## src/rtl/id_imm_stage_pkg.sv

```systemverilog
// ------------------------------------------------------------------
// id_imm_stage_pkg : ExtOp codes and primary-opcode constants for the decode stage
// Rev 1.0
// ------------------------------------------------------------------
`default_nettype none

package id_imm_stage_pkg;

  localparam int EXT_OP_W = 2;

  // Codes match the ExtOp_* values in ctrl_encode_def.v
  typedef enum logic [EXT_OP_W-1:0] {
    EXT_OP_UNSIGN = 2'd0,
    EXT_OP_SIGNED = 2'd1,
    EXT_OP_HIGH16 = 2'd2
  } ext_op_e;

  localparam logic [5:0] OP_CMPLI = 6'd10;
  localparam logic [5:0] OP_CMPI  = 6'd11;
  localparam logic [5:0] OP_ADDI  = 6'd14;
  localparam logic [5:0] OP_ADDIS = 6'd15;
  localparam logic [5:0] OP_ORI   = 6'd24;
  localparam logic [5:0] OP_ANDI  = 6'd28;
  localparam logic [5:0] OP_LWZ   = 6'd32;
  localparam logic [5:0] OP_STW   = 6'd36;

endpackage

`default_nettype wire

```

## src/rtl/id_imm_stage_ext_op_decode.sv

```systemverilog
// ------------------------------------------------------------------
// ext_op_decode : combinational primary opcode -> ExtOp mapping
// Rev 1.0
// ------------------------------------------------------------------
`default_nettype none

module ext_op_decode
  import id_imm_stage_pkg::*;
(
  input  logic [5:0]          opcode,
  output logic [EXT_OP_W-1:0] ext_op
);

  always_comb begin
    ext_op = EXT_OP_UNSIGN;
    case (opcode)
      OP_ADDI, OP_LWZ, OP_STW, OP_CMPI: ext_op = EXT_OP_SIGNED;
      OP_ADDIS:                         ext_op = EXT_OP_HIGH16;
      default:                          ext_op = EXT_OP_UNSIGN;
    endcase
  end

endmodule

`default_nettype wire

```

## src/rtl/id_imm_stage.sv

```systemverilog
// ------------------------------------------------------------------
// id_imm_stage : decode pipeline register with 2-entry skid buffer feeding the Ext unit.
// Optional IDSTAGE_PERF_EN adds stall/flush performance counters.
// Rev 1.0
// ------------------------------------------------------------------
`default_nettype none

module id_imm_stage
  import id_imm_stage_pkg::*;
#(
  parameter int PC_W    = 32,
  parameter int INSTR_W = 32
) (
  input  logic                clk,
  input  logic                rst,
  input  logic                if_valid,
  output logic                if_ready,
  input  logic [PC_W-1:0]     if_pc,
  input  logic [INSTR_W-1:0]  if_instr,
  input  logic                flush,
  output logic                id_valid,
  input  logic                id_ready,
  output logic [PC_W-1:0]     id_pc,
  output logic [INSTR_W-1:0]  id_instr,
  output logic [15:0]         id_imm16,
`ifdef IDSTAGE_PERF_EN
  output logic [31:0]         perf_stall_cnt,
  output logic [31:0]         perf_flush_cnt,
`endif
  output logic [EXT_OP_W-1:0] id_ext_op
);

  if (INSTR_W != 32) begin : g_instr_w_bad
    $error("id_imm_stage: INSTR_W must be 32");
  end

  logic                if_ready_q,   if_ready_d;
  logic                id_valid_q,   id_valid_d;
  logic [PC_W-1:0]     head_pc_q,    head_pc_d;
  logic [INSTR_W-1:0]  head_instr_q, head_instr_d;
  logic [EXT_OP_W-1:0] head_ext_q,   head_ext_d;
  logic                skid_valid_q, skid_valid_d;
  logic [PC_W-1:0]     skid_pc_q,    skid_pc_d;
  logic [INSTR_W-1:0]  skid_instr_q, skid_instr_d;
  logic [EXT_OP_W-1:0] skid_ext_q,   skid_ext_d;
  logic [EXT_OP_W-1:0] in_ext;
  logic                in_xfer;

  // Decoded on the input side so the code travels with the entry
  ext_op_decode u_ext_op_decode (
    .opcode (if_instr[31:26]),
    .ext_op (in_ext)
  );

  always_comb begin
    in_xfer      = if_valid & if_ready_q;
    id_valid_d   = id_valid_q;
    head_pc_d    = head_pc_q;
    head_instr_d = head_instr_q;
    head_ext_d   = head_ext_q;
    skid_valid_d = skid_valid_q;
    skid_pc_d    = skid_pc_q;
    skid_instr_d = skid_instr_q;
    skid_ext_d   = skid_ext_q;

    if (flush) begin
      id_valid_d   = 1'b0;
      skid_valid_d = 1'b0;
    end else if (!id_valid_q || id_ready) begin
      // if_ready is low whenever the skid is full, so both branches never compete
      if (skid_valid_q) begin
        id_valid_d   = 1'b1;
        head_pc_d    = skid_pc_q;
        head_instr_d = skid_instr_q;
        head_ext_d   = skid_ext_q;
        skid_valid_d = 1'b0;
      end else if (in_xfer) begin
        id_valid_d   = 1'b1;
        head_pc_d    = if_pc;
        head_instr_d = if_instr;
        head_ext_d   = in_ext;
      end else begin
        id_valid_d   = 1'b0;
      end
    end else if (in_xfer) begin
      skid_valid_d = 1'b1;
      skid_pc_d    = if_pc;
      skid_instr_d = if_instr;
      skid_ext_d   = in_ext;
    end

    if_ready_d = ~skid_valid_d;
  end

  always_ff @(posedge clk) begin
    if (rst) begin
      if_ready_q   <= 1'b0;
      id_valid_q   <= 1'b0;
      head_pc_q    <= '0;
      head_instr_q <= '0;
      head_ext_q   <= EXT_OP_UNSIGN;
      skid_valid_q <= 1'b0;
      skid_pc_q    <= '0;
      skid_instr_q <= '0;
      skid_ext_q   <= EXT_OP_UNSIGN;
    end else begin
      if_ready_q   <= if_ready_d;
      id_valid_q   <= id_valid_d;
      head_pc_q    <= head_pc_d;
      head_instr_q <= head_instr_d;
      head_ext_q   <= head_ext_d;
      skid_valid_q <= skid_valid_d;
      skid_pc_q    <= skid_pc_d;
      skid_instr_q <= skid_instr_d;
      skid_ext_q   <= skid_ext_d;
    end
  end

  assign if_ready  = if_ready_q;
  assign id_valid  = id_valid_q;
  assign id_pc     = head_pc_q;
  assign id_instr  = head_instr_q;
  assign id_imm16  = head_instr_q[15:0];
  assign id_ext_op = head_ext_q;

`ifdef IDSTAGE_PERF_EN
  logic [31:0] stall_cnt_q, stall_cnt_d;
  logic [31:0] flush_cnt_q, flush_cnt_d;

  always_comb begin
    stall_cnt_d = stall_cnt_q;
    flush_cnt_d = flush_cnt_q;
    if (id_valid_q && !id_ready) stall_cnt_d = stall_cnt_q + 32'd1;
    if (flush && (id_valid_q || skid_valid_q)) flush_cnt_d = flush_cnt_q + 32'd1;
  end

  always_ff @(posedge clk) begin
    if (rst) begin
      stall_cnt_q <= '0;
      flush_cnt_q <= '0;
    end else begin
      stall_cnt_q <= stall_cnt_d;
      flush_cnt_q <= flush_cnt_d;
    end
  end

  assign perf_stall_cnt = stall_cnt_q;
  assign perf_flush_cnt = flush_cnt_q;
`endif

endmodule

`default_nettype wire

```

## config.mk

```make
export PLATFORM = sky130hd
export DESIGN_NAME = id_imm_stage
export DESIGN_NICKNAME = d
export VERILOG_FILES = /design/src/rtl/id_imm_stage_pkg.sv /design/src/rtl/id_imm_stage_ext_op_decode.sv /design/src/rtl/id_imm_stage.sv
export SDC_FILE = /design/constraint.sdc
export NUM_CORES = 1
export LEC_CHECK = 0
export BUFFER_PORTS_ARGS = -buffer_cell sky130_fd_sc_hd__clkbuf_2
export CAP_MARGIN = 20
export CORE_MARGIN = 2
export CORE_UTILIZATION = 35
export CTS_CLUSTER_DIAMETER = 150
export DETAILED_ROUTE_END_ITERATION = 16
export GPL_TIMING_DRIVEN = 1
export PLACE_DENSITY = 0.68
export SLEW_MARGIN = 20
export SYNTH_ARGS = -nofsm -noshare
export SYNTH_HDL_FRONTEND = slang
export SYNTH_SLANG_ARGS = --single-unit
```

## constraint.sdc

```tcl
create_clock -name clk -period 2.1 [get_ports clk]
set_input_delay 0.42 -clock clk [delete_from_list [all_inputs] [get_ports clk]]
set_output_delay 0.42 -clock clk [all_outputs]
set_load 0.02 [all_outputs]
```

==> out/results.ini <==
[status]
status = complete, no violations

[critical_path]
critPathArrivalTime_ns = 2.00
crit_path_end = skid_ext_q[1]
timing.critical_path.slowest_stage_cell = sky130_fd_sc_hd__or3_2
r2r_setup_slack_ns = 0.44
cp-start-kind = flip-flop
worstReg2RegStart = id_valid
cp_slowest_stage_delay_ns = 0.49
critical_path_data_required_time_ns = 2.44
endpoint_kind = flip-flop
critical_path.cell_chain = nand2b_4 > or3_2 > or4_1 > a21oi_1
critical_path.reg2reg.endpoint = skid_ext_q[1]
worst-r2r-cell-count = 4
crit_start = id_valid
critical_path_peak_fanout = 5
setup.worst_path.class = reg -> reg

[sta]
final.setup.tns_ns = 0
fmaxAchievable_ghz = 0.6037
fin_skew_ns = 0.005930
slew_headroom = 0.7165
timing.final.setup_violations = 0
rsz0062_at_grt = no
fin_crit_ns = 1.657
finalMaxSlewViolations = 0
tightestPinTransition_ns = 0.4252
min_period_over_period = 0.7888
timing_hold_violations_final = 0
layout_setup_ws_ns = 0.4435

[finish]
layout-drive-gt1-share = 0.2668
area_delta_synth_final_pct = 27.11
nets = 802
diodes = 0
final.fill_count = 1514

[detailed_routing]
drt_first_pass_iters = 4
drt-vias-per-instance = 4.791
drc = 0
routed_wire_length_microns = 12470
detail_route.wl_per_cell_microns = 13.35
route.vias.total = 4475
route.antenna.remaining_nets = 0
drt_first_iter_violations = 185

[min_path]
min_from = if_instr[18]
timing.hold.worst.class = in -> reg

[place]
routabilityCongestion = 0.7055
detailed_place_hpwl_microns = 8278
port-buffer-count = 152
worst_setup_slack_before_clock_tree_synthesis_ns = 0.2646

[cts]
clock_latency_ns = 0.41
ctsHoldBuffers = 0
cts-htree-levels = 4
clk_path_buf_depth = 2
post_cts.resized_instances = 0
clock-sinks = 135
cts_inserted_buffers = 17
cts.repair_timing.setup_buffer_count = 0
ctsRootBufferMaster = sky130_fd_sc_hd__clkbuf_16
cts_tree = built
worst_setup_hold_path_clk_slew_ns = 0.06

[job]
maxCapViolations = 0

[floorplanning]
effective_utilization_at_floorplan = 0.3563
fp.dieArea_sq_um = 16370
die_x_microns = 127.9
boundaryPins = 153
fp-row-count = 45
placeableCoreArea_sq_um = 15090
die_height_microns = 127.9

[logic_synthesis]
yosys_register_bits = 135
yosysWarningCount = 0
post_synth_instance_area_sq_um = 5376
postSynthAreaPerCell_sq_um = 8.714
synth_cells = 617
synth_area_leaders = sky130_fd_sc_hd__dfxtp_1, sky130_fd_sc_hd__mux2i_1, sky130_fd_sc_hd__a211oi_1
synth.lib_cells_used.distinct = 22
proportion_of_synthesized_chip_area_in_sequential_cells = 0.5027
synth_fp_nets = 686
synth.top_cell.area_share = 0.5027
largest_area_contributor_in_the_synthesized_netlist = sky130_fd_sc_hd__dfxtp_1

[power_and_ir_drop]
vdd_ir_drop_max_v = 0.0005502
power-per-cell-area_nw_per_um2 = 902.3
pleak_uw = 0.002527

[global_routing]
grt_max_degree = 51
grt_first_pass_wirelength_microns = 20270
grt_pass1_vias = 4082
antenna_found_initial = 0
grt_use_total = 0.1577
gr-total-overflow = 0

sequential cells by signal, indices dropped and copies added (netlist names):
name / cells
id_instr: 32
id_pc: 32
skid_instr_q: 32
skid_pc_q: 32
id_ext_op: 2
skid_ext_q: 2
id_valid: 1
if_ready: 1
skid_valid_q: 1
worst max-delay path, delay by kind of cell (launching register included):
family	cells	cell delay, ns
AND/OR/NAND/NOR	3	1.06
AO/OA/AOI/OAI	1	0.13
flip-flops	1	0.41
per-layer routing:
metal,vias to the layer above,track usage,routed length (microns),part of all wire
met1,2022,0.1935,5696,0.46
met3,11,0.05342,582,0.047
met5,-,0,0,0
met2,100,0.2567,6038,0.48
li1,2342,-,-,-
met4,0,0.06012,154,0.012
how the worst min path moves through the flow:
stage	end	slack, ns	depth (start not counted)
global route	skid_pc_q[18]	0.22	3
floorplan	skid_instr_q[0]	0.44	2
CTS	skid_instr_q[18]	0.22	3
detailed placement	skid_pc_q[17]	0.45	2
global placement	skid_pc_q[27]	0.44	2
finish	skid_instr_q[18]	0.24	3
cells in the mapped netlist:
master	count
sky130_fd_sc_hd__a211oi_1	67
sky130_fd_sc_hd__a21oi_1	68
sky130_fd_sc_hd__a22oi_1	1
sky130_fd_sc_hd__buf_1	13
sky130_fd_sc_hd__buf_2	9
sky130_fd_sc_hd__buf_4	16
sky130_fd_sc_hd__clkbuf_1	30
sky130_fd_sc_hd__dfxtp_1	135
sky130_fd_sc_hd__mux2i_1	64
sky130_fd_sc_hd__nand2_1	132
sky130_fd_sc_hd__nand2b_4	1
sky130_fd_sc_hd__nand3b_1	2
sky130_fd_sc_hd__nor2_1	68
sky130_fd_sc_hd__nor2b_1	1
sky130_fd_sc_hd__nor3_1	2
sky130_fd_sc_hd__nor3_2	1
sky130_fd_sc_hd__nor4_1	2
sky130_fd_sc_hd__o21ai_0	1
sky130_fd_sc_hd__or3_1	1
sky130_fd_sc_hd__or4_1	1
sky130_fd_sc_hd__or4b_2	1
sky130_fd_sc_hd__xnor2_1	1
report_power, final:
| part | internal [uW] | switching, uW |
|---|---|---|
| clock | 1910 | 1070 |
| combinational | 196 | 317 |
| sequential | 2630 | 40.4 |
cell type report:
type	count	area [sq um]	area share
Clock buffer	26	509.2	0.07451
Clock inverter	6	87.58	0.01282
Multi-Input combinational cell	414	2360	0.3453
Sequential cell	135	2706	0.3960
Tap cell	188	235.2	0.03442
Timing Repair Buffer	165	935.9	0.1369
through the flow:
stage	total power, uW	cell area, sq um	utilization	hold WS, ns	instances
floorplan	3043	5376	-	0.4360	617
CTS	6252	6834	0.4529	0.2161	934
global placement	3243	6237	0.4134	0.4412	902
finish	6166	6834	0.4529	0.2396	934
detailed placement	3249	6237	0.4134	0.4463	902
global route	6435	6834	0.4529	0.2249	934
placed cells by master, fill, tap and decap left out:
master	instances
sky130_fd_sc_hd__clkbuf_2	151
sky130_fd_sc_hd__dfxtp_1	134
sky130_fd_sc_hd__nand2_1	132
sky130_fd_sc_hd__a21oi_1	68
sky130_fd_sc_hd__nor2_1	68
sky130_fd_sc_hd__a211oi_1	67
sky130_fd_sc_hd__mux2i_1	64
sky130_fd_sc_hd__clkbuf_16	17
sky130_fd_sc_hd__buf_4	8
sky130_fd_sc_hd__buf_12	6
sky130_fd_sc_hd__clkbuf_8	5
sky130_fd_sc_hd__clkbuf_1	4
sky130_fd_sc_hd__nand3b_1	2
sky130_fd_sc_hd__nor4_1	2
sky130_fd_sc_hd__bufinv_16	2
sky130_fd_sc_hd__nor2b_1	1
sky130_fd_sc_hd__nor3_4	1
sky130_fd_sc_hd__xnor2_1	1
sky130_fd_sc_hd__or4b_2	1
sky130_fd_sc_hd__o21ai_0	1
sky130_fd_sc_hd__a22oi_1	1
sky130_fd_sc_hd__nand2b_4	1
sky130_fd_sc_hd__nor3_2	1
sky130_fd_sc_hd__or3_2	1
sky130_fd_sc_hd__or4_1	1
sky130_fd_sc_hd__nor3_1	1
sky130_fd_sc_hd__inv_4	1
sky130_fd_sc_hd__clkinv_4	1
sky130_fd_sc_hd__clkinv_2	1
sky130_fd_sc_hd__clkinvlp_4	1
sky130_fd_sc_hd__dfxtp_4	1
cells by family (layout without fill, tap and decap cells):
kind of cell / after synthesis / count (layout) / share of synthesized area
and+or+nand+nor: 212 / 212 / 0.1566
xor gates and xnor gates: 1 / 1 / 0.001629
DFF: 135 / 135 / 0.5027
buffers and inverters: 68 / 197 / 0.06074
AOI/OAI and AO/OA: 137 / 137 / 0.1592
muxes: 64 / 64 / 0.1192
No activity file was read; power rests on OpenSTA's default activity.
